`src/rtl/uart_rx_word.sv`:
```
// uart_rx_word -- 8N1 UART receiver with little-endian word assembly.
//
// The RX line is oversampled in the clk domain. Each good byte is reported
// on byte_data/byte_valid and dropped into the next slot of a word buffer.
// Slot 0 is the first byte received. When the last slot fills, the
// assembled word is presented on word/word_valid.
//
// Ports:
//    clk          system clock; all logic runs on its rising edge
//    rst          asynchronous reset, active low
//    rx           serial line; asynchronous to clk; idles high
//    byte_data    last good byte received
//    byte_valid   one-cycle pulse when byte_data updates
//    word         last completed word; held until the next completion
//    word_valid   one-cycle pulse when word updates; coincides with byte_valid
//    frame_error  one-cycle pulse when a stop bit is sampled low
//    busy         high whenever the receiver is not idle
module uart_rx_word #(
   parameter int CLK_FREQ     = 200_000_000,
   parameter int BAUD_RATE    = 9600,
   parameter int NUM_BYTES    = 4,
   parameter int TIMEOUT_BITS = 20
) (
   input  logic                   clk,
   input  logic                   rst,
   input  logic                   rx,
   output logic [7:0]             byte_data,
   output logic                   byte_valid,
   output logic [8*NUM_BYTES-1:0] word,
   output logic                   word_valid,
   output logic                   frame_error,
   output logic                   busy
);

   localparam int CLKS_PER_BIT = CLK_FREQ / BAUD_RATE;
   localparam int HALF_LOAD    = (CLKS_PER_BIT / 2 > 0) ? CLKS_PER_BIT / 2 - 1 : 0;
   localparam int CNT_W        = (CLKS_PER_BIT > 1) ? $clog2(CLKS_PER_BIT) : 1;
   localparam int TIMEOUT_CLKS = TIMEOUT_BITS * CLKS_PER_BIT;
   localparam int TO_W         = $clog2(TIMEOUT_CLKS + 1);
   localparam int IDX_W        = (NUM_BYTES > 1) ? $clog2(NUM_BYTES) : 1;
   localparam int WORD_W       = 8 * NUM_BYTES;

   typedef enum logic [2:0] {S_IDLE, S_START, S_DATA, S_STOP, S_BREAK} state_t;

   state_t            state_reg, state_next;
   logic              rx_meta_reg, rx_s_reg;
   logic [CNT_W-1:0]  cnt_reg, cnt_next;
   logic [2:0]        bit_idx_reg, bit_idx_next;
   logic [7:0]        shift_reg, shift_next;
   logic [IDX_W-1:0]  idx_reg, idx_next;
   logic [WORD_W-1:0] asm_reg, asm_next;
   logic [TO_W-1:0]   idle_cnt_reg, idle_cnt_next;
   logic [7:0]        byte_data_reg, byte_data_next;
   logic              byte_valid_reg, byte_valid_next;
   logic [WORD_W-1:0] word_reg, word_next;
   logic              word_valid_reg, word_valid_next;
   logic              frame_error_reg, frame_error_next;

   logic              cnt_zero;
   logic              last_slot;
   logic [WORD_W-1:0] asm_merged;

   assign cnt_zero  = (cnt_reg == '0);
   assign last_slot = (idx_reg == IDX_W'(NUM_BYTES - 1));

   // Assembly buffer with the freshly shifted byte dropped into slot idx.
   // Used both to update the buffer and, on the last slot, as the new word
   // so the completing byte appears in the same cycle as its byte_valid.
   genvar gi;
   generate
      for (gi = 0; gi < NUM_BYTES; gi++) begin : g_slot
         assign asm_merged[8*gi +: 8] = (idx_reg == IDX_W'(gi)) ? shift_reg
                                                                : asm_reg[8*gi +: 8];
      end
   endgenerate

   // State and datapath registers. The synchronizer resets to the idle
   // level so that reset release never looks like a start edge by itself.
   always_ff @(posedge clk or negedge rst) begin
      if (!rst) begin
         rx_meta_reg     <= 1'b1;
         rx_s_reg        <= 1'b1;
         state_reg       <= S_IDLE;
         cnt_reg         <= '0;
         bit_idx_reg     <= '0;
         shift_reg       <= '0;
         idx_reg         <= '0;
         asm_reg         <= '0;
         idle_cnt_reg    <= '0;
         byte_data_reg   <= '0;
         byte_valid_reg  <= 1'b0;
         word_reg        <= '0;
         word_valid_reg  <= 1'b0;
         frame_error_reg <= 1'b0;
      end else begin
         rx_meta_reg     <= rx;
         rx_s_reg        <= rx_meta_reg;
         state_reg       <= state_next;
         cnt_reg         <= cnt_next;
         bit_idx_reg     <= bit_idx_next;
         shift_reg       <= shift_next;
         idx_reg         <= idx_next;
         asm_reg         <= asm_next;
         idle_cnt_reg    <= idle_cnt_next;
         byte_data_reg   <= byte_data_next;
         byte_valid_reg  <= byte_valid_next;
         word_reg        <= word_next;
         word_valid_reg  <= word_valid_next;
         frame_error_reg <= frame_error_next;
      end
   end

   // Next-state logic.
   always_comb begin
      state_next = state_reg;
      case (state_reg)
         S_IDLE:  if (!rx_s_reg) state_next = S_START;
         S_START: if (cnt_zero) state_next = rx_s_reg ? S_IDLE : S_DATA;
         S_DATA:  if (cnt_zero && bit_idx_reg == 3'd7) state_next = S_STOP;
         S_STOP:  if (cnt_zero) state_next = rx_s_reg ? S_IDLE : S_BREAK;
         S_BREAK: if (rx_s_reg) state_next = S_IDLE;
         default: state_next = S_IDLE;
      endcase
   end

   // Output / datapath logic: computes next values of the counters, the
   // shift register, the word buffer and the registered output pulses.
   always_comb begin
      cnt_next         = cnt_reg;
      bit_idx_next     = bit_idx_reg;
      shift_next       = shift_reg;
      idx_next         = idx_reg;
      asm_next         = asm_reg;
      idle_cnt_next    = idle_cnt_reg;
      byte_data_next   = byte_data_reg;
      byte_valid_next  = 1'b0;
      word_next        = word_reg;
      word_valid_next  = 1'b0;
      frame_error_next = 1'b0;
      case (state_reg)
         S_IDLE: begin
            if (!rx_s_reg) begin
               cnt_next      = CNT_W'(HALF_LOAD);
               idle_cnt_next = '0;
            end else if (idx_reg != '0) begin
               // A partial word left idle too long is abandoned silently.
               if (idle_cnt_reg == TO_W'(TIMEOUT_CLKS - 1)) begin
                  idx_next      = '0;
                  idle_cnt_next = '0;
               end else begin
                  idle_cnt_next = idle_cnt_reg + TO_W'(1);
               end
            end else begin
               idle_cnt_next = '0;
            end
         end
         S_START: begin
            if (cnt_zero) begin
               cnt_next     = CNT_W'(CLKS_PER_BIT - 1);
               bit_idx_next = '0;
            end else begin
               cnt_next = cnt_reg - CNT_W'(1);
            end
         end
         S_DATA: begin
            if (cnt_zero) begin
               shift_next   = {rx_s_reg, shift_reg[7:1]};
               bit_idx_next = bit_idx_reg + 3'd1;
               cnt_next     = CNT_W'(CLKS_PER_BIT - 1);
            end else begin
               cnt_next = cnt_reg - CNT_W'(1);
            end
         end
         S_STOP: begin
            if (cnt_zero) begin
               if (rx_s_reg) begin
                  byte_data_next  = shift_reg;
                  byte_valid_next = 1'b1;
                  asm_next        = asm_merged;
                  if (last_slot) begin
                     word_next       = asm_merged;
                     word_valid_next = 1'b1;
                     idx_next        = '0;
                  end else begin
                     idx_next = idx_reg + IDX_W'(1);
                  end
               end else begin
                  frame_error_next = 1'b1;
                  idx_next         = '0;
               end
            end else begin
               cnt_next = cnt_reg - CNT_W'(1);
            end
         end
         default: ;
      endcase
   end

   assign byte_data   = byte_data_reg;
   assign byte_valid  = byte_valid_reg;
   assign word        = word_reg;
   assign word_valid  = word_valid_reg;
   assign frame_error = frame_error_reg;
   assign busy        = (state_reg != S_IDLE);

endmodule

```
`config.mk`:
```
export PLATFORM = sky130hd
export DESIGN_NAME = uart_rx_word
export DESIGN_NICKNAME = d
export VERILOG_FILES = /design/src/rtl/uart_rx_word.sv
export SDC_FILE = /design/constraint.sdc
export NUM_CORES = 1
export LEC_CHECK = 0
export ABC_AREA = 1
export BUFFER_PORTS_ARGS = -buffer_cell sky130_fd_sc_hd__buf_2
export CAP_MARGIN = 25
export CORE_MARGIN = 2
export CORE_UTILIZATION = 59
export CTS_CLUSTER_SIZE = 24
export DETAILED_ROUTE_END_ITERATION = 10
export PLACE_DENSITY = 0.88
export SYNTH_ARGS = -nofsm -noshare
export SYNTH_HDL_FRONTEND = slang
export SYNTH_SLANG_ARGS = --single-unit
```
`constraint.sdc`:
```
create_clock -name clk -period 3.3 [get_ports clk]
set_input_delay 0.825 -clock clk [delete_from_list [all_inputs] [get_ports clk]]
set_output_delay 0.825 -clock clk [all_outputs]
set_load 0.02 [all_outputs]
```
==> run summary, run 1 <==
The startpoint class of the critical path was a flop. The run gives 13000 microns as the overall routed net length. The period utilization works out to 0.716. The logs give 3.70 ns for the data required time of the critical path and 0 for the total of max-cap violations. The tools report the initial core utilization as 0.606. Share of synthesized flip-flops with an asynchronous set or reset: 1.00. Register bit total from synthesis: 119.

The synthesized-area fraction occupied by xor and xnor cells works out to 0.00942. Layout cell share with drive strength beyond 1: 0.137. Number of search-and-repair iterations in the first detailed-routing pass: 5. In the final layout, flip-flops and latches occupy 2980 sq um.

Power comes to 3.30 mW. The commonest cells after synthesis are nand2_1 (198), dfrtp_1 (117), o21ai_0 (71). The worst stage delay on the critical path is 0.55 ns.

At the end of routability-driven placement, the weighted congestion stood at 0.877. For this design the ratio of total power to cell area is 514 nW/um^2. The minimum clock period is 2.36 ns.

In this run the vertical extent of the chip is 101 microns. Compared with the post-synthesis result, the final layout area differs by 15.2%. The clock tree buffer depth is 2.

Traced cell by cell, the critical path runs through inv_1 > ha_1 > inv_1 > nor3_1 > nand2_1 > nor2_2 > nand2_2 > o21ai_0. The tools report the proportion of synthesized chip area in sequential cells as 0.534. The share of the synthesized area in the top cell type is 0.525.

Setup repair after global routing left no endpoint under its margin. Classification of the worst setup path: flop to flop. The multiplexer share of the synthesized area came out at 0. The TritonCTS buffer count was 17; the per-cell via count in the routed design was 5.62. In this run, placement finished with an instance count of 825. The tools report the proportion of power drawn by the clock network as 0.546.

The analysis attributes to cell leakage a power of 3.08 nW. The initialized floorplan defines 35 standard-cell rows. The mean post-synth cell area was 8.13 sq um; the peak supply drop was 0.000293 V.

The number of antenna violations at the first check in global routing is 0. Across all hold checks on the routed design, the worst slack comes to 0.346 ns. The clock root buffer master was clkbuf_8. The final hold violation count came out at 0. Switching part of the total power: 0.210. Buffers inserted to repair hold after CTS numbered 0. On the final layout, the worst clock skew is 0.0102 ns.

The setup-violating endpoint count in the final report is 0, and the post-synthesis share of cell area spent on full adders, half adders and majority gates is 0.0202. The standard cell core area came out at 9200 sq um. The dominant synthesized flop cell is dfrtp_1. Post-CTS repair changed the size of 0 cells.

For this block, the initial DRC count from the detailed router was 393. For this run, the top clock speed supported by timing is 0.423 GHz. The layout has 678 filler cells. 47 I/O pins were placed. The via count was 4813. Wire length of the first global-routing pass: 21500 microns.

The most common cell in the synthesized netlist is nand2_1. By area the synthesized netlist is led by dfrtp_1 (53%), nand2_1 (13%), o21ai_0 (6.4%). The antenna cell count is 0, and the number of enable flip-flop cells after synthesis is 0.

The worst setup margin was 0.937 ns. The latest clock arrival within the worst-skew pair was 0.52 ns; the number of distinct library cell variants in the gate-level netlist after synthesis was 29. The final layout contains 745 nets. The logs give 0 for the buffer count from post-CTS setup fixing and 686 for the synthesized netlist cell count. The dominant combinational cell family by area after synthesis is simple AND/OR/NAND/NOR gates.

The number of cells traversed by the worst register-to-register path was 8; the average routed wire per standard cell was 15.2 microns. The tools report the endpoint class of the critical path as a flop. The area fraction in compound gates after synthesis came out at 0.122.

The analysis attributes to net switching a power of 0.694 mW. The run finished with clean final reports. Counting every net in the synthesized netlist gives 698.

In this design, the critical path's most frequently occurring cell is inv_1. The internal portion of the total power is 2.61 mW. For the number of pins exceeding their max-slew limit in the final report, the log shows 0. The clock slew seen by the registers of the worst setup and hold paths came out at 0.06 ns. The via count of the first global-routing pass is 4678.

The finished layout holds 857 standard cells, fillers aside. The global-route total usage across every layer was 0.272; the post-detailed-route count of antenna-violating nets was 0. The largest area contributor in the netlist is dfrtp_1. For the worst setup path, the data arrival time is 2.77 ns. The highest fanout seen on the critical path is 64, and the summed instance area of the synthesized netlist is 5580 sq um.

The transition time at the pin with the least slew margin is 0.986 ns, and the die area is 10200 sq um. The estimated wirelength of the detail-placed design is 8340 microns, and the tightest slew margin relative to the limit is 0.341. Counting every sink on the clock net gives 119. Summing all non-filler instances in the final layout gives an area of 6430 sq um.

The global-route congestion overflow total is 0, and the area of combinational cells with multiple inputs is 2210 sq um. Prior to clock tree synthesis, the placed netlist has a worst setup slack of 1.06 ns. In the routed design, unresolved DRC markers number 0. Adding up every negative setup slack in the final design gives 0 ns. The maximum number of pins on one net before global-route repair is 65, and the simple-gate area share of the yosys netlist is 0.245. The run gives 4 as the maximum level of the CTS H-tree.

Yosys printed 0 warnings. The share of the core filled with cells in the final layout was 0.699; the number of port buffers was 46. Cell area after placement: 5850 sq um. The largest individual stage delay along the critical path comes from the cell nand2_2. The logic gate share of total power is 0.011. The die is 101 microns wide. TritonCTS built the clock tree. The part of the total power dissipated in sequential elements was 0.443. The type of the most critical hold path is primary input to asynchronous set/reset pin. The register with the most flip-flops in the layout has 32 of them.
==> layout by cell type, fill, tap and decap left out, drive strengths merged, types with 2 or more instances in the layout <==
| master | synthesis | routed |
|---|---|---|
| nor3 | 14 | 14 |
| bufinv | 0 | 3 |
| clkinvlp | 0 | 4 |
| buf | 11 | 50 |
| nand2 | 202 | 202 |
| nor2 | 73 | 73 |
| dfrtp | 117 | 117 |
| nand3 | 27 | 27 |
| inv | 68 | 69 |
| o21ai | 122 | 122 |
| clkbuf | 11 | 19 |
| ha | 9 | 9 |
| a21oi | 10 | 10 |
| xor2 | 6 | 6 |
| dfstp | 2 | 2 |
| nand4 | 6 | 6 |
| clkinv | 1 | 6 |
| nor3b | 3 | 3 |
==> layer usage <==
metal / track usage / part of all wire / up-vias
met5: 0 / 0 / -
met2: 0.447 / 0.49 / 184
met1: 0.345 / 0.42 / 2287
met4: 0.132 / 0.024 / 0
met3: 0.0580 / 0.064 / 37
li1: - / - / 2305
==> critical path: cells and delay by family, from the launching register on <==
kind,cells,cell delay [ns]
AOI/OAI and AO/OA,1,0.47
buffers and inverters,2,0.20
adders and majority gates,1,0.17
and+or+nand+nor,4,0.98
DFF,1,0.40
==> power groups by stage <==
stage	clock network (mW)	logic [mW]	registers (mW)
6_report	1.80	0.0348	1.46
5_1_grt	1.89	0.0412	1.46
4_1_cts	1.81	0.0371	1.46
3_5_place_dp	0	0.0370	1.49
3_3_place_gp	0	0.0357	1.49
2_1_floorplan	0	0.00227	1.49
==> path summary, 6_finish.rpt <==
kind                                         from                        to  slack [ns]
min                                           rst    cnt_reg[7]$_DFFE_PN0P_        0.35
max                        cnt_reg[0]$_DFFE_PN0P_   asm_reg[11]$_DFFE_PN0P_        0.94
min reg2reg                 rx_meta_reg$_DFF_PN1_        rx_s_reg$_DFF_PN1_        0.36
max reg2reg                cnt_reg[0]$_DFFE_PN0P_   asm_reg[11]$_DFFE_PN0P_        0.94
min in group clk            rx_meta_reg$_DFF_PN1_        rx_s_reg$_DFF_PN1_        0.36
max in group asynchronous                     rst  shift_reg[2]$_DFFE_PN0P_        2.12
==> cell type report <==
cell class | instances | area share
Timing Repair Buffer | 50 | 0.0409
Sequential cell | 119 | 0.464
Clock inverter | 13 | 0.0239
Clock buffer | 19 | 0.0656
Multi-Input combinational cell | 476 | 0.344
Inverter | 69 | 0.0403
Tap cell | 111 | 0.0216
==> cell families after synthesis <==
| kind of cell | count (synthesis) |
|---|---|
| and+or+nand+nor | 327 |
| AOI/OAI and AO/OA | 134 |
| buffers and inverters | 91 |
| adders and majority gates | 9 |
| DFF | 119 |
| xor gates and xnor gates | 6 |
Note: power is estimated with default switching activity, not from simulation.
==> run 2: changes to the inputs <==
Settings changed: ABC_AREA 1 to 0.
Clock period 3.3 ns to 2.2 ns, I/O delays scaled along.
==> run summary, run 2 <==
The die is 102 microns tall. For the standard cell core area, the log shows 9280 sq um. Row generation in the floorplan step produced 35 rows.

The final worst clock skew is 0.0115 ns. In this run, the number of DRC markers left after iteration 0 of detailed routing was 346. The HPWL after detailed placement is 8150 microns.

Yosys instantiated no cell more often than dfrtp_1. For the part of the total power dissipated in sequential elements, the log shows 0.420. The worst setup path is launched from a flop. The clock reaches the later pin of the worst-skew pair after 0.53 ns. The run gives 0.000509 V as the peak supply drop. In this run the tool buffered the top-level ports with 46 buffer cells. The worst stage delay on the critical path is 0.46 ns, and the post-synthesis share of cell area spent on full adders, half adders and majority gates is 0.0199. Once detail routing completed, the nets flagged for antenna violations numbered 0. In the routed layout, each cell is associated on average with a via count of 6.00. The most common library cell in the layout ignoring fill and taps was dfrtp_1. For the final hold violation count, the log shows 0.

The setup path with the least slack is of type flop to output port. The run gives 0.0494 ns as the worst setup margin. The minimum clock period came out at 2.15 ns. For the number of pins exceeding their max-slew limit in the final report, the log shows 0. Traced cell by cell, the critical path runs through nor3_4 > inv_2 > buf_4 > buf_2.

The share of the core filled with cells in the final layout was 0.723; the summed instance area of the synthesized netlist was 5660 sq um. The logs give 0 for the number of antenna violations at the first check in global routing and 2 for the clock tree buffer depth. The run gives 65 as the number of distinct library cell variants in the gate-level netlist after synthesis. At the end of routability-driven placement, the weighted congestion stood at 0.862.

The run gives 119 as the sink count of the clock tree. Fill cells in the final layout number 600. Simple-gate area share of the yosys netlist: 0.186. The flow ran to the end, and the final reports show no timing, DRC or antenna violations. The family of cells with the greatest summed delay on the critical path is flip-flops. Before CTS, the worst setup slack after placement is 0.0326 ns.

Counting flops with a built-in enable in the synthesized netlist gives 0. Clock-pin slew was measured on the worst setup and hold paths at 0.06 ns. The dominant combinational cell family by area after synthesis is simple AND/OR/NAND/NOR gates. Buffers inserted during clock tree synthesis total 17. Post-route DRC violation count: 0. The wire length of the first global-routing pass is 22000 microns. The number of nets in the finished design is 583, and the highest fanout seen on the critical path is 11.

Dominant synthesized flop cell: dfrtp_1. The pre-antenna-repair detailed-routing pass consisted of 5 iterations. The final standard cell count with taps included and fillers excluded was 713. The layout cell share with drive strength beyond 1 was 0.307; the tightest slew margin relative to the limit was 0.602. For the data required time of the critical path, the log shows 1.65 ns.

Sorting the synthesized cells by how often they occur yields dfrtp_1 (117), nand2_1 (81), mux2_2 (34). The logs give 0.570 for the proportion of power drawn by the clock network and 4.07 mW for the internal power of the cells. The proportion of synthesized chip area in sequential cells was 0.527.

The maximum level of the CTS H-tree was 4. After detailed routing, the total wire length is 13300 microns. The synthesized design spends more area on one cell type than any other, namely dfrtp_1. The run gives 0.465 GHz as the maximum achievable frequency.

CTS placed an instance of clkbuf_8 at the clock tree root. The setup-violating endpoint count in the final report came out at 0. The transition time at the pin with the least slew margin is 0.598 ns. The type of the most critical hold path is primary input to flop. The switching part of the total power was 0.220; the mean post-synth cell area was 11.0 sq um.

The number of buffers and inverters on the critical path is 3. Including well taps, the total number of placed cells is 678. The synthesized design contains 119 register bits. The final route contains 4278 vias. The antenna cell count was 0; the area of combinational cells with multiple inputs was 2490 sq um.

Global-route total usage across every layer: 0.277. Sorting the synthesized cells by area gives the leading types as dfrtp_1 (52%), mux2_2 (6.8%), nand2_1 (5.4%). TritonCTS built the clock tree. The tools report the synthesized net count as 527. The logs give 4285 for the via count of the first global-routing pass and 47 for the I/O pin count. The multiplexer share of the synthesized area was 0.131. The area fraction in compound gates after synthesis is 0.0827. In the layout the commonest cells are dfrtp_1 (114), nand2_1 (80), buf_2 (45). The total overflow left after global routing is 0. The net switching power of the design is 1.15 mW, and the static leakage is 3.28 nW. The die is 102 microns wide.

The share of synthesized flip-flops with an asynchronous set or reset is 1.00, and the total of max-cap violations is 0. The average routed wire per standard cell is 18.6 microns, and the share of the synthesized area in the top cell type is 0.518. For this design, the slowest cell found on the critical path is dfrtp_2. Flip-flop count of the largest register, all copies and words added: 32. The area taken by flip-flops and latches is 2980 sq um. The period utilization was 0.978. The cell count after synthesis came out at 515. Data arrives at the worst endpoint at 1.60 ns.

STA classifies the critical path endpoint as an output port. The maximum number of pins on one net before global-route repair is 58. The power per cell area came out at 778 nW/um^2.

The synthesized-area fraction occupied by xor and xnor cells was 0.0170. Yosys printed 0 warnings. From synthesis to final layout, the design area changed by 18.7%. The initial core utilization is 0.609, and the logic gate share of total power is 0.010.

The floorplan step defined a die boundary enclosing 10400 sq um.
[run 2: changes by cell type in the layout (fill, tap and decap cells not counted), sizes merged, moves of 5 or more]
cell   before  now
and2        0    5
inv        69   15
nor2       73   33
nor4        0    7
a31oi       0    8
mux2i       0   25
nand2     202   83
mux2        0   41
o21ai     122   33
buf        50   68
[run 2: worst paths after layout]
check,startpoint,to,slack (ns),cells after the start
min reg2reg,rx_meta_reg$_DFF_PN1_,rx_s_reg$_DFF_PN1_,0.36,0
min,rx,rx_meta_reg$_DFF_PN1_,0.12,1
max reg2reg,cnt_reg[0]$_DFFE_PN0P_,asm_reg[16]$_DFFE_PN0P_,0.08,8
min in group asynchronous,rst,idle_cnt_reg[11]$_DFFE_PN0P_,0.47,2
max in group asynchronous,rst,rx_meta_reg$_DFF_PN1_,1.07,3
max,state_reg[2]$_DFFE_PN0P_,busy,0.05,4
[run 2: cells by family after synthesis]
kind of cell    count (synthesis)
buf+inv                        40
flops                         119
mux                            66
xor+xnor                       11
compound gates                 71
simple gates                  199
fa+ha+maj                       9
[run 2: area by class of cell]
class	instances	share of cell area
repair buffers	69	0.0626
clock inverters	15	0.0320
flip-flops and latches	119	0.444
inverters	8	0.00447
multi-input cells	356	0.371
well taps	129	0.0240
clock buffers	17	0.0617
[run 2: routing by layer]
metal,global-route usage,wire length [microns],up-vias
met3,0.0650,772,31
li1,-,-,1936
met2,0.460,6750,193
met4,0.113,289,0
met5,0,0,-
met1,0.351,5470,2118
[run 2: per-stage QoR]
stage	power, mW	area, sq um	setup TNS [ns]	hold slack [ns]
2_1_floorplan	2.24	5660	0	0.254
3_3_place_gp	2.29	6030	0	0.347
3_5_place_dp	2.29	6030	0	0.352
4_1_cts	5.25	6690	-0.00411	0.114
5_1_grt	5.35	6720	-0.0143	0.110
6_report	5.22	6720	0	0.123
[run 2: timing repair]
action	in CTS	in global routing
hold buffers	1	0
resized for setup	4	7
setup endpoints to repair	2	63
setup buffers	2	0
hold endpoints to repair	21	0
cloned	0	0
[run 2: power by group through the flow]
stage	clock network, mW	registers (mW)	logic, mW
3_5_place_dp	0	2.24	0.0540
2_1_floorplan	0	2.23	0.00337
6_report	2.97	2.20	0.0522
4_1_cts	3.00	2.20	0.0561
5_1_grt	3.10	2.19	0.0629
3_3_place_gp	0	2.23	0.0522
